[config.mk]
export PLATFORM = sky130hd
export DESIGN_NAME = int_ack_seq_flat
export DESIGN_NICKNAME = d
export VERILOG_FILES = /design/src/rtl/int_ack_seq_if.sv /design/src/rtl/int_ack_seq.sv /design/src/flat_wrapper.sv
export SDC_FILE = /design/constraint.sdc
export NUM_CORES = 1
export LEC_CHECK = 0
export ABC_AREA = 1
export CAP_MARGIN = 20
export CORE_ASPECT_RATIO = 0.6
export CORE_MARGIN = 2
export CORE_UTILIZATION = 42
export DETAILED_ROUTE_END_ITERATION = 6
export PLACE_DENSITY = 0.81
export RECOVER_POWER = 25
export SETUP_SLACK_MARGIN = 0.5
export SYNTH_ARGS = -nofsm -noshare
export SYNTH_HDL_FRONTEND = slang
export SYNTH_SLANG_ARGS = --single-unit
[constraint.sdc]
create_clock -name clk -period 2.3 [get_ports clk]
set_input_delay 0.46 -clock clk [delete_from_list [all_inputs] [get_ports clk]]
set_output_delay 0.46 -clock clk [all_outputs]
set_load 0.01 [all_outputs]
[src/rtl/int_ack_seq_if.sv]
// Signal bundle between the interrupt acknowledge sequencer, HVPISys and the CPU control unit.
// The slave modport is the sequencer's view. The master modport is the view of the HVPISys/CPU side.
interface int_ack_seq_if #(
  parameter int unsigned FLAG_W = 4
);
  logic              intPending;
  logic [15:0]       isrAddr;
  logic              instrDone;
  logic              retInt;
  logic              eiStrobe;
  logic              diStrobe;
  logic [15:0]       curPC;
  logic [FLAG_W-1:0] curFlags;
  logic              clrPend;
  logic              intDisable;
  logic              stallCpu;
  logic              pcLoad;
  logic [15:0]       pcOut;
  logic              flagsLoad;
  logic [FLAG_W-1:0] flagsOut;
  logic              inService;
  logic              retErr;
  logic [7:0]        intCount;

  modport master (
    output intPending, isrAddr, instrDone, retInt, eiStrobe, diStrobe, curPC, curFlags,
    input  clrPend, intDisable, stallCpu, pcLoad, pcOut, flagsLoad, flagsOut,
           inService, retErr, intCount
  );

  modport slave (
    input  intPending, isrAddr, instrDone, retInt, eiStrobe, diStrobe, curPC, curFlags,
    output clrPend, intDisable, stallCpu, pcLoad, pcOut, flagsLoad, flagsOut,
           inService, retErr, intCount
  );
endinterface

[src/rtl/int_ack_seq.sv]
// Interrupt acknowledge sequencer. It accepts a pending HVPISys interrupt at an instruction boundary,
// vectors the CPU to the ISR, and restores the PC and flags on RETI.
module int_ack_seq #(
  parameter logic [15:0] VEC_BASE  = 16'h0010,
  parameter int unsigned VEC_SHIFT = 2,
  parameter int unsigned FLAG_W    = 4
) (
  input logic         clk,
  input logic         rst,
  int_ack_seq_if.slave bus
);

  localparam logic [2:0] IDLE       = 3'd0;
  localparam logic [2:0] ACK        = 3'd1;
  localparam logic [2:0] VECTOR     = 3'd2;
  localparam logic [2:0] IN_SERVICE = 3'd3;
  localparam logic [2:0] RESTORE    = 3'd4;

  logic [2:0]        state;
  logic [2:0]        stateNext;
  logic              gie;
  logic              gieNext;
  logic              accept;
  logic [15:0]       savedPC;
  logic [FLAG_W-1:0] savedFlags;
  logic [15:0]       vecIdx;
  logic [15:0]       vecPC;

  // If both strobes arrive in the same cycle, the disable strobe wins.
  always_comb begin
    gieNext = gie;
    if (bus.diStrobe)
      gieNext = 1'b0;
    else if (bus.eiStrobe)
      gieNext = 1'b1;
  end

  // Gating on the registered intDisable forces at least one idle cycle, visible to HVPISys, between ISRs.
  assign accept = (state == IDLE) & bus.intPending & gie & bus.instrDone & ~bus.intDisable;

  assign vecPC = VEC_BASE + ((vecIdx - 16'd1) << VEC_SHIFT);

  always_comb begin
    stateNext = state;
    unique case (state)
      IDLE:       if (accept) stateNext = ACK;
      ACK:        stateNext = VECTOR;
      VECTOR:     stateNext = IN_SERVICE;
      IN_SERVICE: if (bus.retInt) stateNext = RESTORE;
      RESTORE:    stateNext = IDLE;
      default:    stateNext = IDLE;
    endcase
  end

  always_ff @(posedge clk or posedge rst) begin
    if (rst) begin
      state      <= IDLE;
      gie        <= 1'b0;
      savedPC    <= '0;
      savedFlags <= '0;
      vecIdx     <= '0;
      bus.intCount <= '0;
      bus.retErr   <= 1'b0;
    end else begin
      state <= stateNext;
      gie   <= gieNext;
      if (accept) begin
        savedPC    <= bus.curPC;
        savedFlags <= bus.curFlags;
        vecIdx     <= bus.isrAddr;
        if (bus.intCount != 8'hFF)
          bus.intCount <= bus.intCount + 8'd1;
      end
      if ((state == IDLE) && bus.retInt)
        bus.retErr <= 1'b1;
    end
  end

  // The outputs are decoded from the next state, so they are registered and track the state register.
  always_ff @(posedge clk or posedge rst) begin
    if (rst) begin
      bus.clrPend    <= 1'b1;
      bus.intDisable <= 1'b1;
      bus.stallCpu   <= 1'b0;
      bus.pcLoad     <= 1'b0;
      bus.pcOut      <= '0;
      bus.flagsLoad  <= 1'b0;
      bus.flagsOut   <= '0;
      bus.inService  <= 1'b0;
    end else begin
      bus.clrPend    <= (stateNext != ACK);
      bus.intDisable <= ~gieNext | (stateNext != IDLE);
      bus.stallCpu   <= (stateNext == ACK) || (stateNext == VECTOR) || (stateNext == RESTORE);
      bus.pcLoad     <= (stateNext == VECTOR) || (stateNext == RESTORE);
      bus.flagsLoad  <= (stateNext == RESTORE);
      bus.inService  <= (stateNext == IN_SERVICE);
      unique case (stateNext)
        VECTOR:  bus.pcOut <= vecPC;
        RESTORE: bus.pcOut <= savedPC;
        default: bus.pcOut <= '0;
      endcase
      bus.flagsOut <= (stateNext == RESTORE) ? savedFlags : '0;
    end
  end

endmodule
[src/flat_wrapper.sv]
// flat-port wrapper written by rule: the top's interface ports become plain ports
module int_ack_seq_flat 
#(
  parameter logic [15:0] VEC_BASE  = 16'h0010,
  parameter int unsigned VEC_SHIFT = 2,
  parameter int unsigned FLAG_W    = 4
)
  (clk, rst, bus_intPending, bus_isrAddr, bus_instrDone, bus_retInt, bus_eiStrobe, bus_diStrobe, bus_curPC, bus_curFlags, bus_clrPend, bus_intDisable, bus_stallCpu, bus_pcLoad, bus_pcOut, bus_flagsLoad, bus_flagsOut, bus_inService, bus_retErr, bus_intCount);
  int_ack_seq_if #(.FLAG_W(FLAG_W)) bus_i ();
  input logic clk;
  input logic rst;
  input wire logic [$bits(bus_i.intPending)-1:0] bus_intPending;
  input wire logic [$bits(bus_i.isrAddr)-1:0] bus_isrAddr;
  input wire logic [$bits(bus_i.instrDone)-1:0] bus_instrDone;
  input wire logic [$bits(bus_i.retInt)-1:0] bus_retInt;
  input wire logic [$bits(bus_i.eiStrobe)-1:0] bus_eiStrobe;
  input wire logic [$bits(bus_i.diStrobe)-1:0] bus_diStrobe;
  input wire logic [$bits(bus_i.curPC)-1:0] bus_curPC;
  input wire logic [$bits(bus_i.curFlags)-1:0] bus_curFlags;
  output wire logic [$bits(bus_i.clrPend)-1:0] bus_clrPend;
  output wire logic [$bits(bus_i.intDisable)-1:0] bus_intDisable;
  output wire logic [$bits(bus_i.stallCpu)-1:0] bus_stallCpu;
  output wire logic [$bits(bus_i.pcLoad)-1:0] bus_pcLoad;
  output wire logic [$bits(bus_i.pcOut)-1:0] bus_pcOut;
  output wire logic [$bits(bus_i.flagsLoad)-1:0] bus_flagsLoad;
  output wire logic [$bits(bus_i.flagsOut)-1:0] bus_flagsOut;
  output wire logic [$bits(bus_i.inService)-1:0] bus_inService;
  output wire logic [$bits(bus_i.retErr)-1:0] bus_retErr;
  output wire logic [$bits(bus_i.intCount)-1:0] bus_intCount;
  assign bus_i.intPending = bus_intPending;
  assign bus_i.isrAddr = bus_isrAddr;
  assign bus_i.instrDone = bus_instrDone;
  assign bus_i.retInt = bus_retInt;
  assign bus_i.eiStrobe = bus_eiStrobe;
  assign bus_i.diStrobe = bus_diStrobe;
  assign bus_i.curPC = bus_curPC;
  assign bus_i.curFlags = bus_curFlags;
  assign bus_clrPend = bus_i.clrPend;
  assign bus_intDisable = bus_i.intDisable;
  assign bus_stallCpu = bus_i.stallCpu;
  assign bus_pcLoad = bus_i.pcLoad;
  assign bus_pcOut = bus_i.pcOut;
  assign bus_flagsLoad = bus_i.flagsLoad;
  assign bus_flagsOut = bus_i.flagsOut;
  assign bus_inService = bus_i.inService;
  assign bus_retErr = bus_i.retErr;
  assign bus_intCount = bus_i.intCount;
  int_ack_seq #(.VEC_BASE(VEC_BASE), .VEC_SHIFT(VEC_SHIFT), .FLAG_W(FLAG_W)) u_core (.clk(clk), .rst(rst), .bus(bus_i));
endmodule
==> Word-level counts from Yosys, hierarchy flattened <==
Index checks and enable logic that the tools add are counted.
{ "word_totals": {"output_inout_bits": 35, "register_bits": 73, "elab_cells": 48} }
{ "classes": {"n_eq_ne": 9, "bitwise": 7, "add_sub_neg": 3, "mux": 7, "reduce_logical": 7} }
{ "op_table": {"columns": ["cell", "n"], "rows": [
  ["case mux 16 bit (2 select lines)", 1],
  ["adder 5 x 16 -> 16 bit, first input constant", 1],
  ["subtractor 14 x 1 -> 14 bit, second input constant", 1],
  ["equality test 3 x 2 -> 1 bit, second input constant", 4],
  ["case mux 3 bit (4 select lines)", 1],
  ["adder 8 x 1 -> 8 bit, second input constant", 1],
  ["inequality test 8 bit, second input constant", 1],
  ["equality test 3 x 1 -> 1 bit, second input constant", 2],
  ["two-way mux 3 bit", 2],
  ["bitwise AND 1 bit", 4],
  ["two-way mux 4 bit", 1],
  ["equality test 3 bit, second input constant", 1],
  ["zero test 3 bit", 1],
  ["logical OR 1 bit", 3],
  ["inequality test 3 x 1 -> 1 bit, second input constant", 1],
  ["nonzero test 3 bit", 1],
  ["two-way mux 1 bit", 2],
  ["inverter 1 bit", 2],
  ["AND reduction 2 bit", 1],
  ["logical AND 1 bit", 1],
  ["OR 1 bit", 1]
]} }

==> Depth between registers and ports, before layout <==
{ "depth": {"ltp_word": 10, "ltp_mapped": 15} }

==> Worst setup path before layout <==
Ideal clock, no wire load.
{ "synth_timing": {"path_type": "register -> register", "startpoint": "reg u_core.vecIdx[0]", "endpoint": "reg u_core.bus.pcOut[14]", "synth_period_minus_slack_ns": 1.807, "setup_time_ns": 0.116, "slack_ns": 0.493, "arrival_ns": 1.690, "t_required_ns": 2.184, "stages_incl_launch_ff": 15, "path_buffers": 0, "cell_sequence": "dfrtp_1 inv_1 ha_1 nand2_1 nand2_1 ha_1 inv_1 nor2_4 nand2_4 nor2_4 nand3_2 nand2_2 nand2_1 nand2_1 nand2_1"} }
{ "synth_via": {"elab_chain_len": 3} }
{ "synth_lines": {"columns": ["item", "line", "text"], "rows": [
  ["start, declared", "int_ack_seq.sv:26", "logic [15:0] vecIdx;"],
  ["start signal, assigned", "int_ack_seq.sv:70", "vecIdx <= bus.isrAddr;"],
  ["subtractor 14 x 1 -> 14 bit", "int_ack_seq.sv:41", "assign vecPC = VEC_BASE + ((vecIdx - 16'd1) << VEC_SHIFT);"],
  ["adder 5 x 16 -> 16 bit", "int_ack_seq.sv:41", null],
  ["case mux 16 bit (2 select lines)", "int_ack_seq.sv:97", "unique case (stateNext)"],
  ["end signal, assigned", "int_ack_seq.sv:98", "VECTOR: bus.pcOut <= vecPC;"],
  ["end signal, assigned", "int_ack_seq.sv:99", "RESTORE: bus.pcOut <= savedPC;"],
  ["end, declared", "int_ack_seq_if.sv:33", "output clrPend, intDisable, stallCpu, pcLoad, pcOut, flagsLoad, flagsOut,"]
]} }
Every way passes these cells.
A chain may end at the register's enable or synchronous reset.

==> Final worst setup path <==
Ends and elaborated chain as after synthesis.

==> metrics.txt <==
WS Path Type=flip-flop to flip-flop; crit path launch type=flip-flop; TritonCTS clock tree=done; dpl hpwl=5452 um; Max Slew Vio Count=0; CP endpoint kind=flip-flop; clk buf depth=2; WP data arrival=2.07 ns; DRC Markers=0; Hold Fails Final Rpt=0; sequential cell area=1829 sq um; r2r setup slk=0.45 ns; Post-DRT Antenna Nets=0; drt pass-1 iters=4; H-tree depth=3; hold_sp=u_core.bus.retErr$_DFFE_PP0P_; Synthesized Nets=428; Finished Core Util=61.97%; sequential element share of the synthesized area=55.25%; total CTS buffers=9; vias in the first global route=2678; Setup WS pre-CTS=0.2215 ns; routability cong.=0.8998; hold depth=1; Max VDD drop=0.4801 mV; Post-synth EDFFs=0; largest net degree at the start of global routing=50; WL per Instance=13.66 um; final wirelength=8101 um; flops & latches, synth=73; Synth async-reset ratio=100.0%; # port buffers=75; Fmax=539.5 MHz; die width=118.6 um; Inserted Diodes=0; initial antenna violation count=0; first-pass GRT wire length=13210 um; ys flop type=dfrtp_1; Max-Cap Viols=0; Starting Density=42.68%; Mapped Cells=382; row count=25; Area growth, synth to finish=45.20%; CTS Sinks=73; I/O Pins=78; WP data required=2.52 ns; Tmin final=1.854 ns; PnR worst setup slack=0.4464 ns; R2R cell count=14; launch point of the worst reg-to-reg path=u_core.vecIdx[0]$_DFFE_PP0P_; Setup TNS Final=0 ns; Die Y=72.77 um; syn_area_per_cell=8.667 sq um; CORE AREA=7757 sq um; share of layout cells above drive strength 1=18.56%; end of the worst register-to-register path=u_core.bus.pcOut[14]$_DFF_PP0_; Post-CTS Hold Buffers=0; worst skew pair latency=0.33 ns; Mapped Area=3311 sq um; initial drt markers=182; Pleak=0.002269 uW; Max FO, Critical Path=4; worst slew pin tran=0.9880 ns; Fin Clk Skew=0.005104 ns; headroom to the max-slew limit=33.77%; Warnings, synthesis=0; status=finished clean; Netlist cell types=30; die area=8632 sq um; Root Buffer Master=clkbuf_16; Vias=2815; Multi-input gate area=1374 sq um; Clk pin slew, worst setup/hold paths=0.06 ns; Hold Crit Class=flip-flop to flip-flop; Nets=526; RSZ-0062 raised after global routing=true; Pwr Density=1115 nW/um^2; Hold Crit Endpoint=u_core.bus.retErr$_DFFE_PP0P_; DR vias/cell=4.747; total gr overflow=0; Tot GR Track Use=19.63%; Final setup viols=0; Filler Cells Inserted=671; Final Cycle Share=80.59%
[cells in the mapped netlist (2+ instances only)]
master	n	area, sq um
a21oi_1	7	35.03
dfstp_2	2	52.55
dfrtp_1	71	1777
nand3_2	3	30.03
clkbuf_1	9	33.78
nor2_1	29	108.9
xor2_1	3	26.28
o31ai_1	2	15.01
nor2_2	4	25.02
o22ai_1	3	18.77
nand2_4	2	22.52
inv_1	47	176.4
nand4_1	6	37.54
o21ai_0	34	170.2
nor3_1	3	15.01
nor2_4	5	56.30
ha_1	3	37.54
xnor2_1	5	43.79
nand2_2	9	56.30
nand3_1	17	85.08
o21ai_1	2	10.01
nand2_1	108	405.4
[flip-flops by register name, indices dropped and copies added (netlist names), 3 cells and up]
signal,count
u_core.bus.flagsOut,4
u_core.bus.intCount,8
u_core.bus.pcOut,16
u_core.savedFlags,4
u_core.savedPC,16
u_core.state,3
u_core.vecIdx,14
[layer usage]
| metal | vias to the layer above | track usage, % | routed length [um] | part of all wire [%] |
|---|---|---|---|---|
| met5 | - | 0 | 0 | 0 |
| met4 | 0 | 6.085 | 42 | 0.52 |
| met2 | 96 | 30.91 | 3835 | 47 |
| met1 | 1312 | 27.12 | 3762 | 46 |
| met3 | 4 | 5.000 | 461 | 5.7 |
| li1 | 1403 | - | - | - |
[through the flow]
| step | hold slack, ns | area (sq um) | std cells | total power, uW |
|---|---|---|---|---|
| after floorplan | 0.4456 | 3317 | 382 | 2782 |
| after global placement | 0.4425 | 4247 | 563 | 3371 |
| after detailed placement | 0.4468 | 4247 | 563 | 3413 |
| after CTS | 0.4641 | 4649 | 584 | 5128 |
| after global routing | 0.4939 | 4807 | 593 | 5660 |
| final | 0.4672 | 4807 | 593 | 5360 |
[timing repair]
| item | 4_1_cts | 5_1_grt |
|---|---|---|
| pin swaps | 4 | 19 |
| buffers inserted | 5 | 9 |
| resized for setup | 8 | 34 |
| setup endpoints to repair | 9 | 24 |
| gates cloned | 0 | 0 |
[worst max-delay path, stage by stage, from the launching register on]
cell	delay, ns
dfrtp_1	0.40
inv_2	0.12
ha_4	0.17
nand2_1	0.09
nand2_4	0.09
ha_4	0.14
inv_2	0.04
nor2_4	0.13
nand2_4	0.08
nor2_4	0.13
nand3_2	0.09
nand2_2	0.07
nand2_1	0.05
nand2_1	0.08
nand2_1	0.06
[cell type report]
type	count	share of cell area, %
Sequential cell	73	38.05
Multi-Input combinational cell	252	28.58
Timing Repair Buffer	96	19.50
Clock buffer	9	4.685
Inverter	48	3.774
Tap cell	108	2.811
Clock inverter	7	2.603
[power breakdown]
| group | internal [uW] | switching [uW] |
|---|---|---|
| clock network | 1070 | 550 |
| logic | 910 | 1050 |
| registers | 1600 | 173 |
[cells by family after synthesis]
kind of cell	synth area share [%]
xor gates and xnor gates	2.116
DFF	55.25
adders and majority gates	1.134
muxes	0.3401
and+or+nand+nor	26.45
buffers and inverters	6.462
AOI/OAI and AO/OA	8.239
[worst max path at each step]
stage	start	endpoint	cells after the start
2_1_floorplan	u_core.vecIdx[0]$_DFFE_PP0P_	u_core.bus.pcOut[14]$_DFF_PP0_	14
3_3_place_gp	bus_intPending	u_core.bus.intCount[7]$_DFFE_PP0P_	9
3_5_place_dp	bus_intPending	u_core.bus.intCount[7]$_DFFE_PP0P_	9
4_1_cts	u_core.vecIdx[1]$_DFFE_PP0P_	u_core.bus.pcOut[14]$_DFF_PP0_	14
5_1_grt	u_core.vecIdx[2]$_DFFE_PP0P_	u_core.bus.pcOut[14]$_DFF_PP0_	13
6_report	u_core.vecIdx[0]$_DFFE_PP0P_	u_core.bus.pcOut[14]$_DFF_PP0_	14
[placed cells by master, fill, tap and decap left out, drive strengths merged, types with 2 or more instances in the layout]
master,count
clkinv,2
xor2,3
bufinv,3
inv,49
xnor2,5
o31ai,2
nor3,3
clkdlybuf4s50,69
clkbuf,9
nand3,20
nor2,39
o21ai,36
nand4,6
ha,3
dfrtp,71
nand2,119
a21oi,7
dfstp,2
buf,21
o22ai,3
dlygate4sd2,2
dlygate4sd3,3
(Power assumes the default switching activity.)
